## config.mk

```make
export PLATFORM = sky130hd
export DESIGN_NAME = tick_scheduler
export DESIGN_NICKNAME = d
export VERILOG_FILES = /design/src/rtl/tick_sched_pkg.sv /design/src/rtl/tick_chan.sv /design/src/rtl/tick_scheduler.sv
export SDC_FILE = /design/constraint.sdc
export NUM_CORES = 1
export LEC_CHECK = 0
export CELL_PAD_IN_SITES_DETAIL_PLACEMENT = 0
export CELL_PAD_IN_SITES_GLOBAL_PLACEMENT = 1
export CORE_ASPECT_RATIO = 1.5
export CORE_MARGIN = 5
export CORE_UTILIZATION = 54
export CTS_BUF_LIST = sky130_fd_sc_hd__clkbuf_4 sky130_fd_sc_hd__clkbuf_8 sky130_fd_sc_hd__clkbuf_16
export DETAILED_ROUTE_END_ITERATION = 7
export PLACE_DENSITY = 0.89
export SKIP_CTS_REPAIR_TIMING = 1
export SLEW_MARGIN = 25
export SYNTH_ARGS = -nofsm -noshare
export SYNTH_HDL_FRONTEND = slang
export SYNTH_SLANG_ARGS = --single-unit
```

## constraint.sdc

```tcl
create_clock -name clock_in -period 10.5 [get_ports clock_in]
set_clock_uncertainty 0.1 [all_clocks]
set_input_delay 2.1 -clock clock_in [delete_from_list [all_inputs] [get_ports clock_in]]
set_output_delay 2.1 -clock clock_in [all_outputs]
set_load 0.01 [all_outputs]
```

## src/rtl/tick_sched_pkg.sv

```systemverilog
// Shared types and constants for the tick scheduler: FSM states, channel
// selects and default periods.
package tick_sched_pkg;

    typedef enum logic [1:0] {
        IDLE  = 2'd0,
        RUN   = 2'd1,
        PAUSE = 2'd2,
        STEP  = 2'd3
    } state_t;

    localparam logic [1:0] CH_GAME  = 2'd0;
    localparam logic [1:0] CH_BLINK = 2'd1;
    localparam logic [1:0] CH_FAST  = 2'd2;

    localparam int unsigned DEF_GAME_PERIOD  = 2000000;
    localparam int unsigned DEF_BLINK_PERIOD = 66000000;
    localparam int unsigned DEF_FAST_PERIOD  = 200000;
    localparam int unsigned MIN_PERIOD       = 2;

endpackage

```

## src/rtl/tick_chan.sv

```systemverilog
// One strobe channel: wrap counter with live and shadow period. The shadow
// is applied at the next wrap, or right away while imm is high.
module tick_chan
    import tick_sched_pkg::*;
#(
    parameter int          CNT_W      = 28,
    parameter int unsigned DEF_PERIOD = DEF_FAST_PERIOD
) (
    input  logic             clock_in,
    input  logic             rst,
    input  logic             en,
    input  logic             clr,
    input  logic             load,
    input  logic             imm,
    input  logic [CNT_W-1:0] wdata,
    output logic             tick,
    output logic             pending
);

    logic [CNT_W-1:0] cnt;
    logic [CNT_W-1:0] period;
    logic [CNT_W-1:0] shadow;
    logic [CNT_W-1:0] wval;

    assign wval = (wdata < CNT_W'(MIN_PERIOD)) ? CNT_W'(MIN_PERIOD) : wdata;
    // >= rather than == so a period shrunk below a held count still wraps
    assign tick = en && (cnt >= period - CNT_W'(1));

    always_ff @(posedge clock_in or negedge rst) begin
        if (!rst) begin
            cnt     <= '0;
            period  <= CNT_W'(DEF_PERIOD);
            shadow  <= '0;
            pending <= 1'b0;
        end else begin
            if (clr || tick)
                cnt <= '0;
            else if (en)
                cnt <= cnt + CNT_W'(1);

            if (load && imm) begin
                period  <= wval;
                pending <= 1'b0;
            end else if (load) begin
                shadow  <= wval;
                pending <= 1'b1;
            end else if (pending && (tick || imm)) begin
                period  <= shadow;
                pending <= 1'b0;
            end
        end
    end

endmodule

```

## src/rtl/tick_scheduler.sv

```systemverilog
// Tick scheduler top: run/pause/step FSM, period config handshake, overrun
// tracking and blink level. Optional macro TICK_OVERRUN_CNT_EN adds overrun_cnt.
module tick_scheduler
    import tick_sched_pkg::*;
#(
    parameter int          CNT_W        = 28,
    parameter int unsigned GAME_PERIOD  = DEF_GAME_PERIOD,
    parameter int unsigned BLINK_PERIOD = DEF_BLINK_PERIOD,
    parameter int unsigned FAST_PERIOD  = DEF_FAST_PERIOD
) (
    input  logic             clock_in,
    input  logic             rst,
    input  logic             start,
    input  logic             pause,
    input  logic             step,
    input  logic             game_busy,
    input  logic             cfg_valid,
    output logic             cfg_ready,
    input  logic [1:0]       cfg_sel,
    input  logic [CNT_W-1:0] cfg_period,
    output logic             tick_game,
    output logic             tick_blink,
    output logic             tick_fast,
    output logic             blink_lvl,
    output logic [1:0]       state_o,
    output logic             overrun
`ifdef TICK_OVERRUN_CNT_EN
    ,
    output logic [7:0]       overrun_cnt
`endif
);

    state_t     state;
    logic [2:0] pend;
    logic       accept;
    logic       game_en, game_clr, game_imm;
    logic       game_wrap, blink_wrap, fast_wrap;
    logic       step_go, game_fire;

    assign cfg_ready = ~|pend;
    assign accept    = cfg_valid && cfg_ready;
    assign state_o   = state;

    // pause is sampled directly so the count freezes on the cycle it is seen
    assign game_en   = (state == RUN) && !pause;
    assign game_clr  = (state == IDLE) && start;
    assign game_imm  = (state == IDLE) || (state == PAUSE);
    assign step_go   = (state == PAUSE) && pause && step;
    assign game_fire = game_wrap || step_go;

    tick_chan #(.CNT_W(CNT_W), .DEF_PERIOD(GAME_PERIOD)) u_game (
        .clock_in (clock_in),
        .rst      (rst),
        .en       (game_en),
        .clr      (game_clr),
        .load     (accept && (cfg_sel == CH_GAME)),
        .imm      (game_imm),
        .wdata    (cfg_period),
        .tick     (game_wrap),
        .pending  (pend[0])
    );

    tick_chan #(.CNT_W(CNT_W), .DEF_PERIOD(BLINK_PERIOD)) u_blink (
        .clock_in (clock_in),
        .rst      (rst),
        .en       (1'b1),
        .clr      (1'b0),
        .load     (accept && (cfg_sel == CH_BLINK)),
        .imm      (1'b0),
        .wdata    (cfg_period),
        .tick     (blink_wrap),
        .pending  (pend[1])
    );

    tick_chan #(.CNT_W(CNT_W), .DEF_PERIOD(FAST_PERIOD)) u_fast (
        .clock_in (clock_in),
        .rst      (rst),
        .en       (1'b1),
        .clr      (1'b0),
        .load     (accept && (cfg_sel == CH_FAST)),
        .imm      (1'b0),
        .wdata    (cfg_period),
        .tick     (fast_wrap),
        .pending  (pend[2])
    );

    always_ff @(posedge clock_in or negedge rst) begin
        if (!rst) begin
            state     <= IDLE;
            tick_game <= 1'b0;
            overrun   <= 1'b0;
        end else begin
            tick_game <= game_fire && !game_busy;
            if (game_fire && game_busy)
                overrun <= 1'b1;
            else if (game_clr)
                overrun <= 1'b0;

            case (state)
                IDLE:    if (start) state <= RUN;
                RUN:     if (pause) state <= PAUSE;
                PAUSE:   if (!pause) state <= RUN;
                         else if (step) state <= STEP;
                default: state <= PAUSE;
            endcase
        end
    end

    always_ff @(posedge clock_in or negedge rst) begin
        if (!rst) begin
            tick_blink <= 1'b0;
            tick_fast  <= 1'b0;
            blink_lvl  <= 1'b0;
        end else begin
            tick_blink <= blink_wrap;
            tick_fast  <= fast_wrap;
            if (blink_wrap)
                blink_lvl <= ~blink_lvl;
        end
    end

`ifdef TICK_OVERRUN_CNT_EN
    always_ff @(posedge clock_in or negedge rst) begin
        if (!rst)
            overrun_cnt <= '0;
        else if (game_clr)
            overrun_cnt <= '0;
        else if (game_fire && game_busy && (overrun_cnt != 8'hFF))
            overrun_cnt <= overrun_cnt + 8'd1;
    end
`endif

endmodule
```

==> metrics <==
status finished, final reports clean; die extent in x 142 µm; Post-DP HPWL 21500 µm; Crit path arrival time 5.19 ns; Final Worst Setup Slack around 5.6 ns; # DRC 0; Max-Cap Viols 0; Final ANT Viol Nets 0; CTS Root Cell clkbuf_16; Post-synth top flop dfrtp_1; r2r startpoint u_blink.period[5]; Fin Setup TNS 0 ns; Slew HR 47.1%; Seq/Total Area, Yosys between 40% and 50%; minimum clock period between 4 and 5 ns; CTS Sinks ~260; RSZ-0062 raised after global routing no; # rows 72; Leak about 7.8 nW; Synth async-reset ratio 100%; Worst Setup Path Type reg -> reg; Core Footprint 25900 µm²; Fillers ~2000; register area about 6600 µm²; Fmax 205 MHz; final instance area roughly 16000 µm²; WP data required 10.80 ns; die height approximately 210 µm; worst hold slack approximately 0.37 ns; initial antenna violation count 0; count of final setup violators 0; Yosys cell types 53; P per Cell Area approximately 130 nW/µm²; Hold WC Path Type reg -> reg; WL per Instance about 18 µm; Initial Util 54.7%; Pins Over Slew Limit 0; n_diodes 0; placed instance area ~15000 µm²; largest net degree at the start of global routing roughly 120; Non-Filler Instances 1678; number of global-route vias before repair between 9000 and 10000; final cycle utilization of the critical path 46.6%; launch point of the worst hold path blink_lvl; Mapped Nets about 1400; average vias per placed instance around 5.6; Final Hold Fails 0; Core Util, Final about three fifths; Worst Setup End Kind flip-flop; Post-Syn Instances approximately 1300; DRT Pass-1 Iters 4; Slew @ Worst Pin 0.794 ns; GRT Util Overall roughly a fifth; drt total wl between 20000 and 30000 µm; maximum vdd drop about 0.13 mV; net total in the final layout 1454; area grow syn2layout 12.4%; Syn. warnings 0; CTS clock-pin slew for the worst setup and hold paths roughly 0.070 ns; pre-CTS WS roughly 5.6 ns; Post-synth EDFFs 0; global-route wire length before repair 49300 µm; H-tree lvl count 1; cts bufs inserted 25; layout cells sized above 1 around 21%; Die Footprint roughly 30000 µm²; crit path launch u_blink.period[5]; RePlAce Congestion 0.856; CTS tree yes; FF+latch count, synth 262; Max clock buf depth 3; routed via count roughly 9400; total gr overflow 0; Syn Std Cell Area between 10000 and 15000 µm²; synthesized area per cell 11.1 µm²; initial drt markers around 440; CP max FO 28; Design Power 2.09 mW; Clk Latency, worst-skew pair 0.52 ns; Worst Setup Start Kind flip-flop; IO Count 45; placed insts between 1500 and 2000; # port buffers 44; Multi-input gate area between 7000 and 8000 µm²
==> Yosys cell counts (all sizes together), types with 7 or more instances <==
| library cell | instances | share of area [%] |
|---|---|---|
| dfrtp | 237 | 42 |
| mux2 | 188 | 15 |
| nor2 | 143 | 3.8 |
| ha | 90 | 8.0 |
| xnor2 | 79 | 4.9 |
| xor2 | 76 | 4.7 |
| nand2 | 71 | 1.9 |
| nand3 | 53 | 1.9 |
| nor3 | 36 | 1.3 |
| a21oi | 31 | 1.1 |
| nor4 | 29 | 1.3 |
| dfstp | 25 | 4.6 |
| inv | 25 | 0.66 |
| nand4 | 23 | 1.0 |
| clkbuf | 21 | 0.56 |
| o21ai | 20 | 0.71 |
| or4 | 12 | 0.72 |
| a21o | 11 | 0.58 |
| and3 | 11 | 0.49 |
| buf | 10 | 0.32 |
| or3 | 10 | 0.48 |
| nand2b | 8 | 0.35 |
| nand3b | 7 | 0.37 |
==> metal layers <==
metal	GRT usage, %	up-vias	share of wire [%]
met5	0	-	0
met4	7.12	0	3.7
met3	2.87	60	3.0
met2	35.2	123	51
met1	25.7	4606	42
li1	-	4633	-
==> path summary, 6_finish.rpt <==
path,to,slack [ns],cells after the start
min in group asynchronous,u_game.shadow[10],1.39,1
worst max register to register,u_blink.period[11],5.61,14
worst max-delay path,u_blink.period[11],5.61,14
worst min register to register,blink_lvl,0.37,1
max in group asynchronous,u_game.shadow[11],7.74,2
worst min-delay path,blink_lvl,0.37,1
==> logic make-up after synthesis <==
family	after synthesis	share of synthesized area [%]
muxes	190	15.1
buffers and inverters	56	1.54
DFF	262	46.6
xor gates and xnor gates	155	9.60
and+or+nand+nor	425	14.8
AOI/OAI and AO/OA	96	4.39
adders and majority gates	90	7.96
==> flip-flops by register name, indices dropped and copies added (netlist names), 2 cells and up <==
register,cells
u_blink.shadow,28
state_o,2
u_game.shadow,28
u_fast.shadow,28
u_blink.period,28
u_fast.cnt,28
u_blink.cnt,28
u_game.cnt,28
u_game.period,28
u_fast.period,28
==> power by group <==
group          switching [mW]  internal (mW)
sequential             0.0147           1.02
combinational          0.0703         0.0416
clock                   0.406          0.541
==> placed cells by master (no fill, tap or decap), types with 11 or more instances in the layout <==
| cell | count |
|---|---|
| a21o_1 | 11 |
| a21oi_1 | 31 |
| and3_1 | 11 |
| buf_4 | 11 |
| clkbuf_16 | 25 |
| clkdlybuf4s50_1 | 43 |
| dfrtp_1 | 237 |
| dfstp_2 | 25 |
| ha_1 | 90 |
| inv_1 | 25 |
| mux2_2 | 188 |
| nand2_1 | 71 |
| nand3_1 | 53 |
| nand4_1 | 23 |
| nor2_1 | 141 |
| nor3_1 | 36 |
| nor4_1 | 28 |
| o21ai_0 | 18 |
| xnor2_1 | 79 |
| xor2_1 | 76 |
==> worst max-delay path: stages, from the launching register on <==
cell and delay (ns):
dfrtp_1 0.42, nor4_1 0.68, nand3_1 0.25, nor4_1 0.56, nand3_1 0.26, nor3_1 0.28, xnor2_1 0.10, ha_1 0.30
nand4_1 0.13, nor4_1 0.47, nand2_1 0.10, and3_1 0.21, o22ai_2 0.14, buf_4 0.37, mux2_2 0.39
==> layout make-up <==
type / instances / share of cell area [%]
sequential: 262 / 41.4
tap: 333 / 2.62
clock buffer: 29 / 4.24
inverter: 25 / 0.590
multi-input combinational: 956 / 46.4
clock inverter: 16 / 1.19
timing repair buffer: 57 / 3.57
Note: power is estimated with default switching activity, not from simulation.
